`config.mk`:
```
export PLATFORM = sky130hd
export DESIGN_NAME = imem_loader_flat
export DESIGN_NICKNAME = d
export VERILOG_FILES = /design/src/rtl/imem_loader_pkg.sv /design/src/rtl/imem_loader_if.sv /design/src/rtl/imem_loader_byte_packer.sv /design/src/rtl/imem_loader.sv /design/src/flat_wrapper.sv
export SDC_FILE = /design/constraint.sdc
export NUM_CORES = 1
export LEC_CHECK = 0
export BUFFER_PORTS_ARGS = -buffer_cell sky130_fd_sc_hd__buf_2
export CORE_ASPECT_RATIO = 1.75
export CORE_UTILIZATION = 58
export CTS_BUF_LIST = sky130_fd_sc_hd__clkbuf_8
export CTS_CLUSTER_DIAMETER = 200
export CTS_CLUSTER_SIZE = 10
export DETAILED_ROUTE_END_ITERATION = 6
export PLACE_DENSITY = 0.87
export SLEW_MARGIN = 20
export SYNTH_ARGS = -nofsm -noshare
export SYNTH_HDL_FRONTEND = slang
export SYNTH_SLANG_ARGS = --single-unit
```
`constraint.sdc`:
```
create_clock -name Clk -period 3.6 [get_ports Clk]
set_input_delay 0.72 -clock Clk [delete_from_list [all_inputs] [get_ports Clk]]
set_output_delay 0.72 -clock Clk [all_outputs]
set_load 0.01 [all_outputs]
```
`src/rtl/imem_loader_pkg.sv`:
```
// rtl/imem_loader_pkg.sv - shared state encoding and constants for the instruction-memory loader
package loader_pkg;

    localparam int BYTE_W         = 8;
    localparam int BYTES_PER_WORD = 4;

    typedef enum logic [2:0] {
        ST_IDLE  = 3'd0,
        ST_RECV  = 3'd1,
        ST_WRITE = 3'd2,
        ST_CKSUM = 3'd3,
        ST_DONE  = 3'd4
    } state_t;

    localparam state_t RST_STATE     = ST_IDLE;
    localparam logic   RST_FLAG      = 1'b0;
    localparam logic   RST_CORE_RSTN = 1'b0;

endpackage

```
`src/rtl/imem_loader_if.sv`:
```
// rtl/imem_loader_if.sv - byte stream, control/status and memory-write bundle of the loader
interface imem_loader_if #(
    parameter int ADDR_W = 8,
    parameter int WORD_W = 32
);
    logic              Start;
    logic [ADDR_W:0]   Len;
    logic [7:0]        ByteIn;
    logic              ByteValid;
    logic              ByteReady;
    logic              MemWrt;
    logic [ADDR_W-1:0] MemAddr;
    logic [WORD_W-1:0] MemData;
    logic              CoreRstN;
    logic              Busy;
    logic              Done;
    logic              Err;

    modport master (
        output Start, Len, ByteIn, ByteValid,
        input  ByteReady, MemWrt, MemAddr, MemData, CoreRstN, Busy, Done, Err
    );

    modport slave (
        input  Start, Len, ByteIn, ByteValid,
        output ByteReady, MemWrt, MemAddr, MemData, CoreRstN, Busy, Done, Err
    );
endinterface

```
`src/rtl/imem_loader_byte_packer.sv`:
```
// rtl/imem_loader_byte_packer.sv - assembles accepted bytes into big-endian words
module byte_packer
    import loader_pkg::*;
#(
    parameter int WORD_W = BYTE_W * BYTES_PER_WORD
) (
    input  logic              clk,
    input  logic              resetn,
    input  logic              accept,
    input  logic [BYTE_W-1:0] data,
    output logic [WORD_W-1:0] word,
    output logic              word_full
);
    localparam int                CNT_W     = $clog2(BYTES_PER_WORD);
    localparam logic [CNT_W-1:0]  LAST_SLOT = CNT_W'(BYTES_PER_WORD - 1);

    logic [CNT_W-1:0]  cnt_q;
    logic [WORD_W-1:0] shift_q;

    // The counter wraps back to slot 0 on the last byte, so a new word starts clean.
    assign word_full = accept && (cnt_q == LAST_SLOT);
    assign word      = shift_q;

    // Shift each byte in at the low end so the first byte of a word ends up most significant.
    always_ff @(posedge clk) begin
        if (!resetn) begin
            cnt_q   <= '0;
            shift_q <= '0;
        end else if (accept) begin
            cnt_q   <= cnt_q + 1'b1;
            shift_q <= {shift_q[WORD_W-BYTE_W-1:0], data};
        end
    end

endmodule

```
`src/rtl/imem_loader.sv`:
```
// rtl/imem_loader.sv - loads a byte-stream program into instruction memory, holds core in reset; LOADER_CKSUM_EN adds a trailing XOR checksum byte
module imem_loader
    import loader_pkg::*;
#(
    parameter int ADDR_W = 8,
    parameter int WORD_W = 32
) (
    input  logic         Clk,
    input  logic         Rst,
    imem_loader_if.slave bus
);
    localparam logic [ADDR_W:0] LEN_MAX = {1'b1, {ADDR_W{1'b0}}};

`ifdef LOADER_CKSUM_EN
    localparam state_t AFTER_LAST = ST_CKSUM;
`else
    localparam state_t AFTER_LAST = ST_DONE;
`endif

    state_t            state_q, state_d;
    logic [ADDR_W:0]   len_q, len_d;
    logic [ADDR_W-1:0] idx_q, idx_d;
    logic              byte_ready_q, byte_ready_d;
    logic              mem_wrt_q, mem_wrt_d;
    logic              busy_q, busy_d;
    logic              done_q, done_d;
    logic              core_rstn_q, core_rstn_d;
`ifdef LOADER_CKSUM_EN
    logic              err_q, err_d;
    logic [BYTE_W-1:0] csum_q, csum_d;
`endif

    logic              accept;
    logic              pack_accept;
    logic              word_full;
    logic              last_word;
    logic [WORD_W-1:0] word;

    assign accept      = bus.ByteValid && byte_ready_q;
    assign pack_accept = accept && (state_q == ST_RECV);
    assign last_word   = ({1'b0, idx_q} == (len_q - 1'b1));

    byte_packer #(
        .WORD_W (WORD_W)
    ) u_packer (
        .clk       (Clk),
        .resetn    (Rst),
        .accept    (pack_accept),
        .data      (bus.ByteIn),
        .word      (word),
        .word_full (word_full)
    );

    // State register.
    always_ff @(posedge Clk) begin
        if (!Rst) begin
            state_q <= RST_STATE;
        end else begin
            state_q <= state_d;
        end
    end

    // Next state, load bookkeeping, and the next values of the registered outputs
    // (decoded from the next state so every output lines up with the state it belongs to).
    always_comb begin
        state_d = state_q;
        len_d   = len_q;
        idx_d   = idx_q;
`ifdef LOADER_CKSUM_EN
        err_d   = err_q;
        csum_d  = csum_q;
`endif
        case (state_q)
            ST_IDLE, ST_DONE: begin
                if (bus.Start) begin
                    len_d   = (bus.Len > LEN_MAX) ? LEN_MAX : bus.Len;
                    idx_d   = '0;
`ifdef LOADER_CKSUM_EN
                    err_d   = 1'b0;
                    csum_d  = '0;
`endif
                    state_d = (bus.Len == '0) ? AFTER_LAST : ST_RECV;
                end
            end
            ST_RECV: begin
`ifdef LOADER_CKSUM_EN
                if (accept) begin
                    csum_d = csum_q ^ bus.ByteIn;
                end
`endif
                if (word_full) begin
                    state_d = ST_WRITE;
                end
            end
            ST_WRITE: begin
                if (last_word) begin
                    state_d = AFTER_LAST;
                end else begin
                    idx_d   = idx_q + 1'b1;
                    state_d = ST_RECV;
                end
            end
`ifdef LOADER_CKSUM_EN
            ST_CKSUM: begin
                if (accept) begin
                    err_d   = (bus.ByteIn != csum_q);
                    state_d = ST_DONE;
                end
            end
`endif
            default: state_d = ST_IDLE;
        endcase

        byte_ready_d = (state_d == ST_RECV) || (state_d == ST_CKSUM);
        mem_wrt_d    = (state_d == ST_WRITE);
        busy_d       = (state_d == ST_RECV) || (state_d == ST_WRITE) || (state_d == ST_CKSUM);
        done_d       = (state_d == ST_DONE);
`ifdef LOADER_CKSUM_EN
        // A load with a bad checksum must not let the core run.
        core_rstn_d  = (state_d == ST_IDLE) || ((state_d == ST_DONE) && !err_d);
`else
        core_rstn_d  = (state_d == ST_IDLE) || (state_d == ST_DONE);
`endif
    end

    // Output and bookkeeping registers.
    always_ff @(posedge Clk) begin
        if (!Rst) begin
            len_q        <= '0;
            idx_q        <= '0;
            byte_ready_q <= RST_FLAG;
            mem_wrt_q    <= RST_FLAG;
            busy_q       <= RST_FLAG;
            done_q       <= RST_FLAG;
            core_rstn_q  <= RST_CORE_RSTN;
`ifdef LOADER_CKSUM_EN
            err_q        <= RST_FLAG;
            csum_q       <= '0;
`endif
        end else begin
            len_q        <= len_d;
            idx_q        <= idx_d;
            byte_ready_q <= byte_ready_d;
            mem_wrt_q    <= mem_wrt_d;
            busy_q       <= busy_d;
            done_q       <= done_d;
            core_rstn_q  <= core_rstn_d;
`ifdef LOADER_CKSUM_EN
            err_q        <= err_d;
            csum_q       <= csum_d;
`endif
        end
    end

    // The word index doubles as the write address; the packer register holds the
    // complete word for the whole WRITE cycle.
    assign bus.ByteReady = byte_ready_q;
    assign bus.MemWrt    = mem_wrt_q;
    assign bus.MemAddr   = idx_q;
    assign bus.MemData   = word;
    assign bus.CoreRstN  = core_rstn_q;
    assign bus.Busy      = busy_q;
    assign bus.Done      = done_q;
`ifdef LOADER_CKSUM_EN
    assign bus.Err       = err_q;
`else
    assign bus.Err       = 1'b0;
`endif

endmodule
```
`src/flat_wrapper.sv`:
```
// flat-port wrapper written by rule: the top's interface ports become plain ports
module imem_loader_flat import loader_pkg::*;
#(
    parameter int ADDR_W = 8,
    parameter int WORD_W = 32
)
  (Clk, Rst, bus_Start, bus_Len, bus_ByteIn, bus_ByteValid, bus_ByteReady, bus_MemWrt, bus_MemAddr, bus_MemData, bus_CoreRstN, bus_Busy, bus_Done, bus_Err);
  imem_loader_if #(.ADDR_W(ADDR_W), .WORD_W(WORD_W)) bus_i ();
  input  logic Clk;
  input  logic Rst;
  input wire logic [$bits(bus_i.Start)-1:0] bus_Start;
  input wire logic [$bits(bus_i.Len)-1:0] bus_Len;
  input wire logic [$bits(bus_i.ByteIn)-1:0] bus_ByteIn;
  input wire logic [$bits(bus_i.ByteValid)-1:0] bus_ByteValid;
  output wire logic [$bits(bus_i.ByteReady)-1:0] bus_ByteReady;
  output wire logic [$bits(bus_i.MemWrt)-1:0] bus_MemWrt;
  output wire logic [$bits(bus_i.MemAddr)-1:0] bus_MemAddr;
  output wire logic [$bits(bus_i.MemData)-1:0] bus_MemData;
  output wire logic [$bits(bus_i.CoreRstN)-1:0] bus_CoreRstN;
  output wire logic [$bits(bus_i.Busy)-1:0] bus_Busy;
  output wire logic [$bits(bus_i.Done)-1:0] bus_Done;
  output wire logic [$bits(bus_i.Err)-1:0] bus_Err;
  assign bus_i.Start = bus_Start;
  assign bus_i.Len = bus_Len;
  assign bus_i.ByteIn = bus_ByteIn;
  assign bus_i.ByteValid = bus_ByteValid;
  assign bus_ByteReady = bus_i.ByteReady;
  assign bus_MemWrt = bus_i.MemWrt;
  assign bus_MemAddr = bus_i.MemAddr;
  assign bus_MemData = bus_i.MemData;
  assign bus_CoreRstN = bus_i.CoreRstN;
  assign bus_Busy = bus_i.Busy;
  assign bus_Done = bus_i.Done;
  assign bus_Err = bus_i.Err;
  imem_loader #(.ADDR_W(ADDR_W), .WORD_W(WORD_W)) u_core (.Clk(Clk), .Rst(Rst), .bus(bus_i));
endmodule
```
Word level (Yosys, flattened, before mapping). Cells that the tools add are included. Widths: inputs -> output; s select.

Register bits: 59. Output and inout port bits: 46. Logic and storage cells: 48.

Multiplexer cells: 9. Eq/ne operators: 11. Reductions and logical operators: 14. Order comparisons: 1. Add/subtract/negate cells: 3.

Operators with widths (number): $mux 8 (2); $pmux 8 s2 (1); $mux 3 (4); $eq 3x2->1 const B (3); $eq 8x9->1 (1); $gt 9x9->1 const B (1); $logic_not 9->1 (1); $mux 9 (1); $pmux 3 s3 (1); $sub 9x1->9 const B (1); $add 8x1->8 const B (1); $eq 3x1->1 const B (2); $eq 3x3->1 const B (2); $logic_not 3->1 (2); $logic_or 1x1->1 (4); $ne 2x2->1 const B (2); $logic_and 1x1->1 (3); $reduce_and 3->1 (1); $add 2x1->2 const B (1); $eq 2x2->1 const B (1); $reduce_and 2->1 (1); $reduce_bool 2->1 (1); $reduce_or 2->1 (1).

Logic depth before layout (Yosys ltp). Gate-level depths: netlist of run 1.

Depth in word-level cells: 8. Depth in mapped cells: 9. Depth with buffers taken out: 8.

Cells and area by module. A second synthesis of run 1 with hierarchy kept.

Cell total of the unflattened synthesis: 266. Area, all modules: 2673.8 um^2.

Modules (own cells, without submodules): imem_loader (times used 1, sequential area each 500.5 um^2, area each 1348.8 um^2, cells an instance 155); byte_packer (times used 1, sequential area each 680.7 um^2, area each 1325.0 um^2, cells an instance 111).

Worst setup path before layout of run 1. OpenSTA, ideal clock, no wires.

Kind: register to register. Start point: register u_core.len_q[0]. End point: register u_core.idx_q[7], in the netlist u_core.bus.MemAddr[7]. Path buffers: 1. Stages on the path, launching flop included: 8. Data arrival time: 2.158 ns. Period minus slack after synthesis: 2.229 ns. Slack: 1.371 ns. Data required time: 3.529 ns. Setup time: 0.071 ns. Path through: dfxtp_1 or4_4 o221a_1 nor3_2 o31ai_2 buf_6 or4_1 a21oi_1.

Cells in the longest elaborated chain, start to end: 4.

RTL lines: from (decl) (line imem_loader.sv:21) `logic [ADDR_W:0] len_q, len_d;`; from (signal assigned) (line imem_loader.sv:141) `len_q <= len_d;`; $sub 9x1->9 (line imem_loader.sv:41) `assign last_word = ({1'b0, idx_q} == (len_q - 1'b1));`; $eq 8x9->1 (line imem_loader.sv:41); $ne 2x2->1 (no source line); $reduce_and 3->1 (no source line); to (signal assigned) (line imem_loader.sv:142) `idx_q <= idx_d;`; to (decl) (line imem_loader.sv:22) `logic [ADDR_W-1:0] idx_q, idx_d;`.

No other way between the ends. A chain may end at the register's enable or synchronous reset.

Worst setup path after layout of run 1.
Start point: register u_core.len_q[0]. End point: register u_core.core_rstn_q, in the netlist u_core.bus.CoreRstN.

Cells in the longest elaborated chain, start to end: 6. Elaborated cells between the ends (all ways): 7. Classes of those cells: 1 x add/sub; 2 x eq/ne; 2 x mux; 2 x reduce/logical.

RTL lines: $sub 9x1->9 * (line imem_loader.sv:41); $eq 8x9->1 * (line imem_loader.sv:41); $mux 3 * (line imem_loader.sv:96) `if (last_word) begin`; $pmux 3 s3 * (line imem_loader.sv:73) `case (state_q)`; $eq 3x3->1 / $logic_not 3->1 (equally long branches) (line imem_loader.sv:122) `core_rstn_d = (state_d == ST_IDLE) || (state_d == ST_DONE);`; $logic_or 1x1->1 * (line imem_loader.sv:122); to (signal assigned) (line imem_loader.sv:147) `core_rstn_q <= core_rstn_d;`; to (decl) (line imem_loader.sv:27) `logic core_rstn_q, core_rstn_d;`.

Mark *: on every way between the ends. The rest lies on a longest branch, timed or not.

==> results of run 1 <==
[worst max-delay path, delay by kind of cell, from the launching register on]
family | cells | cell delay [ns]
AOI/OAI and AO/OA | 3 | 1.36
DFF | 1 | 0.34
and+or+nand+nor | 3 | 0.82
[metrics by stage]
stage	hold slack, ns	power [mW]
after floorplan	0.4472	0.7489
after global placement	0.4510	0.7772
after detailed placement	0.4581	0.7795
after CTS	0.4665	1.412
after global routing	0.4950	1.457
final	0.4631	1.404
[final timing paths]
| path | start | endpoint | slack (ns) | cells after the start |
|---|---|---|---|---|
| worst max-delay path | u_core.len_q[0]$_SDFFE_PN0P_ | u_core.bus.CoreRstN$_SDFF_PN0_ | 1.02 | 6 |
| worst min-delay path | u_core.u_packer.word[24]$_SDFFE_PN0P_ | u_core.u_packer.word[24]$_SDFFE_PN0P_ | 0.46 | 2 |
| worst max register to register | u_core.len_q[0]$_SDFFE_PN0P_ | u_core.bus.CoreRstN$_SDFF_PN0_ | 1.02 | 6 |
| worst min register to register | u_core.u_packer.word[24]$_SDFFE_PN0P_ | u_core.u_packer.word[24]$_SDFFE_PN0P_ | 0.46 | 2 |
[sequential cells by signal (all words and copies together) (netlist names)]
name and flops:
u_core.u_packer.cnt_q 2, u_core.u_packer.word 32, u_core.bus.ByteReady 1, u_core.bus.Busy 1, u_core.bus.CoreRstN 1, u_core.len_q 9, u_core.state_q 3, u_core.bus.MemAddr 8
u_core.bus.Done 1, u_core.bus.MemWrt 1
[cell families after synthesis]
logic type | synth area share, %
buf+inv | 3.379
fa+ha+maj | 1.469
xor+xnor | 3.771
other cells | 0.1468
flops | 46.23
compound gates | 20.47
simple gates | 24.53
[metal layers]
layer	vias up	GRT usage, %
met2	75	47.01
li1	1142	-
met3	13	8.122
met1	1087	26.75
met4	0	13.82
met5	-	0
[synthesized netlist by cell type (all sizes together), types with 4 or more instances]
master / n
a21boi: 36
a21oi: 7
a22o: 5
and2: 4
and3: 4
clkbuf: 15
dfxtp: 59
nand2: 79
nand2b: 4
nor2: 8
nor2b: 4
nor3b: 4
o21ai: 8
o31ai: 4
xnor2: 4
xor2: 7
[power by group through the flow]
stage / clock network, mW / registers (mW) / logic, mW
detailed placement: 0 / 0.689 / 0.0905
CTS: 0.646 / 0.675 / 0.0916
global placement: 0 / 0.688 / 0.0888
finish: 0.637 / 0.675 / 0.0914
global route: 0.681 / 0.675 / 0.100
floorplan: 0 / 0.688 / 0.0611
[cell type report]
class / instances / area, sq um
multi-input cells: 217 / 1287
inverters: 3 / 11.26
well taps: 49 / 61.31
clock buffers: 10 / 137.6
clock inverters: 5 / 71.32
repair buffers: 67 / 340.3
flip-flops and latches: 59 / 1181
fillers: 336 / 1099
==> flow_summary.ini, run 1 <==
[status]
status = finished, final reports clean

[detailed_routing]
viasPerCell = 5.651
top_layer_used = met4
wl_per_cell_um = 14.30
drt-met1-wl_um = 2242
drt_first_pass_iters = 5
met3_length_um = 283
drc = 0
ant_nets = 0
route.met2.wl_um = 3193
wl_um = 5865
num_vias = 2317
dr.first_iter.drc_count = 57

[sta]
hold_viol_final = 0
worst_slew_pin_slew_ns = 0.6826
worst_clock_skew_ns = 0.005605
setup_viol = 0
final.setup.tns_ns = 0
drv_slew = 0
post-route-min-period_ns = 2.582
setup_slack_ns = 1.018
finalCritPeriodShare_pct = 71.73
rsz0062_at_grt = false
fmax_ghz = 0.3872
relSlewSlack_pct = 54.22

[power]
intPower_mw = 1.102
swShare_pct = 21.47
ir_drop_mv = 0.3532
p_per_area_nw_per_um2 = 454.2
power_switching_mw = 0.3014
clkPwrFrac_pct = 45.4
p_comb_share_pct = 6.5
pwr-share-seq_pct = 48.1
p_leak_nw = 1.293

[floorplan]
pin_count = 67
start_util_pct = 60.99
core_area_sq_um = 4189
placementRows = 31
die_y_um = 89.80
die_area_sq_um = 4685
die_w_um = 52.17

[clock_network]
numCtsBuffers = 9
postCtsSetupRepairBufs = 0
root_buffer = clkbuf_8
cts_resized = 0
clkTransAtPathRegs_ns = 0.06
ctsHoldBuffers = 0
insertion_delay_ns = 0.33
cts_max_level = 3
cts_tree = done
clockBufferDepth = 2
clock-sinks = 59

[yosys]
yosysSeqAreaShare_pct = 46.23
synth-main-ff-cell = dfxtp_1
ys_seq_elements = 59
ys_types = 47
syn_avg_cell_area_sq_um = 8.632
synth_area_sq_um = 2555
netlist_top_cells_area = dfxtp_1 46%, nand2_1 12%, a21boi_0 11%
yosys.area.top_type = dfxtp_1
syn_inst = 296
synthesis.nets = 320
async_reset_ff_share_pct = 0
yosys.area.top_type_share_pct = 46.23
synth_edf_count = 0
ys_warn_count = 0

[place]
dp_hpwl_um = 3980
placed_cells = 395
preCtsSetupSlack_ns = 1.030
portBuffers = 65
routabilityCongestion = 0.8224
placed_area_sq_um = 2882

[worst_setup_path]
cpPeakStageDelay_ns = 0.64
worst_setup_path_start_kind = flop
crit_path_end_kind = flop
path_max_fanout = 11
path_cells = or4_4 > a2111oi_0 > nor3_2 > o31ai_2 > o21a_1 > and3_1
cp.arrival_ns = 2.86
required_ns = 3.87
cp_slowest_cell = o31ai_2
worstSetupPathType = reg -> reg

[global_route]
overflow = 0
antenna_found_initial = 0
grt_start_max_net_pins = 50
first_global_vias = 2145
grt_use_total_pct = 26.74
grt_pass1_wl_um = 9439

[finish]
final_nets = 381
mostFrequentLayoutCell = nand2_1
finalInstanceArea_sq_um = 3090
final_cell_mix = 79 x nand2_1, 65 x buf_2, 59 x dfxtp_1
final_cells = 410
syn_to_final_growth_pct = 20.96
fin_util_pct = 73.78
n_antenna_cell = 0
drive_gt1_share_pct = 24.10

[hold_path]
hold_class = reg -> reg

[job]
drv_cap = 0
No activity file was read; power rests on OpenSTA's default activity.
==> run 2: changes to the inputs <==
- ABC_AREA: default -> 1
- CORE_UTILIZATION: 58 -> 49
- PLACE_DENSITY: 0.87 -> 0.77
- clock period: 3.6 -> 2.2 ns (I/O delays scaled with it)
==> run 2 against run 1 <==
Effect of this change:
- the run now ends with design-rule violations left
- core utilization fell by 12 points
- critical path type unchanged
- non-clock buffer count rose by 2
- critical path depth rose by 8
- sequential power rose by 63%
- clock power rose by 56%
- first-iteration DRC count rose by 47%
- largest cell class unchanged
- synthesized cell count rose by 27%
- clock-buffer cell count rose by 1
- largest power group unchanged
==> flow_summary.ini, run 2 <==
[yosys]
syn_avg_cell_area_sq_um = 7.144
synth.most_common_cell = nand2_1
yosysSeqAreaShare_pct = 44.09
ys_seq_elements = 59
synth_area_sq_um = 2679
netlist_top_cells_count = 119 x nand2_1, 59 x dfxtp_1, 36 x a21oi_1, 34 x nor2_1, 28 x inv_1
synthesis.nets = 399
yosys.area.top_type_share_pct = 44.09
synth_edf_count = 0
syn_inst = 375
async_reset_ff_share_pct = 0
synth-main-ff-cell = dfxtp_1
yosys.area.top_type = dfxtp_1
ys_warn_count = 0
ys_types = 31
netlist_top_cells_area = dfxtp_1 44%, nand2_1 17%, a21oi_1 6.7%

[power]
pwr-share-seq_pct = 48.2
swShare_pct = 24.22
ir_drop_mv = 0.4890
p_per_area_nw_per_um2 = 709.6
clkPwrFrac_pct = 43.4
power_switching_mw = 0.5539
p_comb_share_pct = 8.4
intPower_mw = 1.733
p_leak_nw = 1.492

[finish]
largest_reg_flops = 32
syn_to_final_growth_pct = 20.32
final_cell_mix = 119 x nand2_1, 65 x buf_2, 59 x dfxtp_1
final_cells = 497
n_antenna_cell = 0
mostFrequentLayoutCell = nand2_1
fill_cells = 511
drive_gt1_share_pct = 26.02
final_nets = 461

[sta]
finalCritPeriodShare_pct = 87.30
worst_clock_skew_ns = 0.01288
final.setup.tns_ns = 0
drv_slew = 0
relSlewSlack_pct = 46.17
worst_slew_pin_slew_ns = 0.7990
setup_viol = 0
fmax_ghz = 0.5207
post-route-min-period_ns = 1.921
hold_viol_final = 0
rsz0062_at_grt = false

[status]
status = finished with violations
violations = design-rule violations

[clock_network]
postCtsSetupRepairBufs = 0
root_buffer = clkbuf_8
clock-sinks = 59
insertion_delay_ns = 0.34
cts_tree = done
cts_max_level = 3
clkTransAtPathRegs_ns = 0.07
numCtsBuffers = 9
clockBufferDepth = 2

[floorplan]
start_util_pct = 50.98
die_area_sq_um = 5778
die_w_um = 57.89
placementRows = 35
core_area_sq_um = 5255
pin_count = 67
die_y_um = 99.81

[detailed_routing]
wl_per_cell_um = 12.29
num_vias = 2462
wl_um = 6109
drt_first_pass_iters = 6
dr.first_iter.drc_count = 84
drc = 3
viasPerCell = 4.954
ant_nets = 0

[global_route]
antenna_found_initial = 0
first_global_vias = 2325
grt_start_max_net_pins = 47
overflow = 0
grt_pass1_wl_um = 9908
grt_use_total_pct = 22.13

[worst_setup_path]
reg2reg_from = u_core.len_q[0]$_SDFFE_PN0P_
r2r_slack_ns = 0.28
crit_start = u_core.len_q[0]$_SDFFE_PN0P_
worst-path-buf-inv = 2
path_cells = inv_1 > ha_1 > nand2_1 > inv_1 > nor2_1 > nand2_1 > nor2_1 > nand2_1 > nor2_2 > nand3_2 > nand2_4 > nand2_2 > nand2_1 > a21oi_2
worst_setup_path_start_kind = flop
path_max_fanout = 11
endpoint = u_core.bus.MemAddr[2]$_SDFFE_PN0P_
cp.depth = 14
crit_path_end_kind = flop
worstSetupPathType = reg -> reg
critical_path.top_delay_family = simple AND/OR/NAND/NOR gates
rr_worst_depth = 14
cp.arrival_ns = 2.12
cp_slowest_cell = dfxtp_1
r2r_end = u_core.bus.MemAddr[2]$_SDFFE_PN0P_
required_ns = 2.40
cpMostUsedCell = nand2_1
cpPeakStageDelay_ns = 0.34

[place]
portBuffers = 65
placed_cells = 481
routabilityCongestion = 0.9056
dp_hpwl_um = 4406

[job]
drv_cap = 0

[hold_path]
min-delay-start = bus_Len[8]
min_path_cells = 3
hold_class = in -> reg
## run 2: worst min path at each step
stage	slack (ns)	to
floorplan	0.45	u_core.u_packer.cnt_q[1]$_SDFFE_PN0P_
global placement	0.45	u_core.u_packer.word[24]$_SDFFE_PN0P_
detailed placement	0.46	u_core.u_packer.word[30]$_SDFFE_PN0P_
CTS	0.33	u_core.len_q[7]$_SDFFE_PN0P_
global route	0.35	u_core.u_packer.word[0]$_SDFFE_PN0P_
finish	0.33	u_core.len_q[8]$_SDFFE_PN0P_
## run 2: kinds of logic after synthesis
family / Yosys count / synth area share [%]
other: 1 / 0.1400
AND/OR/NAND/NOR: 190 / 30.69
AO/OA/AOI/OAI: 55 / 11.44
adder cells (fa/ha/maj): 3 / 1.401
flip-flops: 59 / 44.09
XOR/XNOR: 11 / 3.596
buffers and inverters: 56 / 8.640
## run 2: power by group through the flow
stage          logic, mW  clock network, mW  registers, mW
3_5_place_dp       0.192                  0           1.13
3_3_place_gp       0.189                  0           1.12
4_1_cts            0.193               1.01           1.10
2_1_floorplan      0.128                  0           1.13
6_report           0.192              0.993           1.10
5_1_grt            0.215               1.05           1.10
## run 2: repair_timing
action                     in CTS  in global routing
gates resized for setup         0                  1
hold buffers                    0                  0
setup endpoints to repair       0                  7
## run 2: stage by stage
stage	area [sq um]	hold WS [ns]	setup slack, ns	utilization (%)	power (mW)
global placement	3014	0.4502	0.2466	57.36	1.314
detailed placement	3014	0.4579	0.1766	57.36	1.318
finish	3223	0.3303	0.2795	61.33	2.287
global route	3223	0.3474	0.03403	61.33	2.371
floorplan	2679	0.4491	0.5020	-	1.254
CTS	3218	0.3337	0.1618	61.24	2.309
## run 2: worst reg2reg max path, delay by kind of cell, from the launching register on
kind	cells	cell delay, ns
flip-flops	1	0.34
adder cells (fa/ha/maj)	1	0.32
AO/OA/AOI/OAI	1	0.05
buffers and inverters	2	0.12
AND/OR/NAND/NOR	10	0.96
## run 2: routing by layer
metal	up-vias	GRT usage (%)	wire length (um)
met5	-	0	0
met4	0	10.99	102
met3	7	4.639	234
met2	56	41.29	3311
met1	1100	22.37	2460
li1	1299	-	-
## run 2: cell type report
class | count | area, sq um | area share (%)
inverter | 38 | 142.6 | 4.425
sequential | 59 | 1181 | 36.65
multi-input combinational | 260 | 1271 | 39.44
tap | 55 | 68.82 | 2.135
timing repair buffer | 69 | 355.3 | 11.02
clock inverter | 5 | 52.55 | 1.630
clock buffer | 11 | 151.4 | 4.697
==> run 3: changes to the inputs <==
- CORE_UTILIZATION: 49 -> 25
- PLACE_DENSITY: 0.77 -> default
==> run 3 against run 2 <==
Effect of this change:
- the run now ends clean
- clock-buffer cell count is 1 higher
- sequential cell count did not move
- die area is 93% higher
- sequential share of layout area decreased by 1.2 points
- total power up 1.3%
==> flow_summary.ini, run 3 (synthesis gave the netlist of run 2 again) <==
[status]
status = finished, final reports clean

[finish]
largest_reg_flops = 32
syn_to_final_growth_pct = 24.33
n_antenna_cell = 0
final_cell_mix = 119 x nand2_1, 65 x buf_2, 59 x dfxtp_1
finalInstanceArea_sq_um = 3331
mostFrequentLayoutCell = nand2_1
final_nets = 463
drive_gt1_share_pct = 25.90

[global_route]
grt_start_max_net_pins = 47
first_global_vias = 2540
antenna_found_initial = 0
grt_use_total_pct = 13.05
overflow = 0
grt_pass1_wl_um = 11470

[worst_setup_path]
path_cells = inv_1 > ha_1 > nand2_1 > inv_1 > nor2_1 > nand2_1 > nor2_1 > nand2_1 > nor2_2 > nand3_2 > nand2_4 > buf_4 > nand3_2 > a21oi_2
reg2reg_from = u_core.len_q[0]$_SDFFE_PN0P_
endpoint = u_core.bus.MemAddr[3]$_SDFFE_PN0P_
cpPeakStageDelay_ns = 0.34
required_ns = 2.47
r2r_slack_ns = 0.33
cp_slowest_cell = dfxtp_1
worst_setup_path_start_kind = flop
cpMostUsedCell = nand2_1
critical_path.top_delay_family = simple AND/OR/NAND/NOR gates
cp.arrival_ns = 2.14
cp.depth = 14
path_max_fanout = 7
crit_start = u_core.len_q[0]$_SDFFE_PN0P_
worst-path-buf-inv = 3
r2r_end = u_core.bus.MemAddr[3]$_SDFFE_PN0P_
crit_path_end_kind = flop
worstSetupPathType = reg -> reg
rr_worst_depth = 14

[place]
placed_area_sq_um = 3119
routabilityCongestion = 0.7835
dp_hpwl_um = 4921
portBuffers = 65

[clock_network]
clock-sinks = 59
cts_tree = done
cts_max_level = 3
clockBufferDepth = 2
insertion_delay_ns = 0.34
numCtsBuffers = 9
postCtsSetupRepairBufs = 0
root_buffer = clkbuf_8
clkTransAtPathRegs_ns = 0.07

[sta]
fmax_ghz = 0.5345
hold-worst-slack_ns = 0.3197
setup_viol = 0
worst_clock_skew_ns = 0.009707
rsz0062_at_grt = false
drv_slew = 0
finalCritPeriodShare_pct = 85.04
post-route-min-period_ns = 1.871
hold_viol_final = 0
worst_slew_pin_slew_ns = 0.7446
relSlewSlack_pct = 49.84
final.setup.tns_ns = 0

[power]
ir_drop_mv = 0.3391
power_switching_mw = 0.5583
intPower_mw = 1.759
p_comb_share_pct = 8.2
clkPwrFrac_pct = 44.2
p_leak_nw = 1.508
p_per_area_nw_per_um2 = 695.8
swShare_pct = 24.09
pwr-share-seq_pct = 47.5

[detailed_routing]
wl_um = 6666
dr.first_iter.drc_count = 59
viasPerCell = 4.490
drt_first_pass_iters = 4
wl_per_cell_um = 11.67
num_vias = 2564
ant_nets = 0
drc = 0

[floorplan]
die_w_um = 80.25
die_area_sq_um = 11150
core_area_sq_um = 10360
start_util_pct = 25.85
pin_count = 67
die_y_um = 138.9
placementRows = 49

[job]
drv_cap = 0

[hold_path]
hold_class = in -> reg
==> run 3: cell count changes in the layout (fill, tap and decap cells not counted) <==
cell	delta
buf_4	+2
clkbuf_8	+1
clkinv_2	-2
clkinv_4	-1
inv_1	+2
==> run 3: power groups by stage <==
stage          registers (mW)  logic (mW)  clock network (mW)
3_5_place_dp             1.13       0.192                   0
6_report                 1.10       0.191                1.03
2_1_floorplan            1.13       0.128                   0
5_1_grt                  1.10       0.215                1.09
3_3_place_gp             1.12       0.190                   0
4_1_cts                  1.10       0.192                1.06
==> run 3: stage by stage <==
step	worst slack, ns	utilization [%]	cells	total power [mW]
floorplan	0.5020	-	375	1.254
global placement	0.2757	30.11	555	1.314
detailed placement	0.2756	30.11	555	1.317
CTS	0.2575	32.10	571	2.354
global route	0.05941	32.15	571	2.412
finish	0.3290	32.15	571	2.317
==> run 3: timing repair <==
item | CTS | global route
setup endpoints to repair | 0 | 1
hold buffers | 0 | 0
gates resized for setup | 0 | 1
==> run 3: routing by layer <==
metal	part of all wire [%]	vias up	track usage, %
met3	5.6	11	4.013
met4	1.6	0	5.169
li1	-	1302	-
met2	52	69	22.99
met5	0	-	0
met1	41	1182	14.16
==> run 3: layout make-up <==
class                   count  area (sq um)
repair buffers             71         370.4
well taps                 127         158.9
clock buffers              12         165.2
fillers                  1134          7030
inverters                  38         142.6
clock inverters             4         41.29
flip-flops and latches     59          1181
multi-input cells         260          1271
==> run 3: worst min-delay path by stage <==
stage                                                      from                                     to  slack, ns  depth (start not counted)
after global routing                                 bus_Len[8]           u_core.len_q[8]$_SDFFE_PN0P_       0.32                          3
after detailed placement  u_core.u_packer.word[26]$_SDFFE_PN0P_  u_core.u_packer.word[26]$_SDFFE_PN0P_       0.46                          2
after global placement    u_core.u_packer.word[26]$_SDFFE_PN0P_  u_core.u_packer.word[26]$_SDFFE_PN0P_       0.45                          2
after floorplan           u_core.u_packer.cnt_q[1]$_SDFFE_PN0P_  u_core.u_packer.cnt_q[1]$_SDFFE_PN0P_       0.45                          2
final                                                bus_Len[8]           u_core.len_q[8]$_SDFFE_PN0P_       0.32                          3
after CTS                                            bus_Len[8]           u_core.len_q[8]$_SDFFE_PN0P_       0.30                          3
==> run 3: worst register-to-register path: stages (launching register included) <==
cell     delay (ns)
dfxtp_1        0.34
inv_1          0.08
ha_1           0.31
nand2_1        0.07
inv_1          0.04
nor2_1         0.07
nand2_1        0.05
nor2_1         0.08
nand2_1        0.07
nor2_2         0.09
nand3_2        0.10
nand2_4        0.13
buf_4          0.17
nand3_2        0.07
a21oi_2        0.14
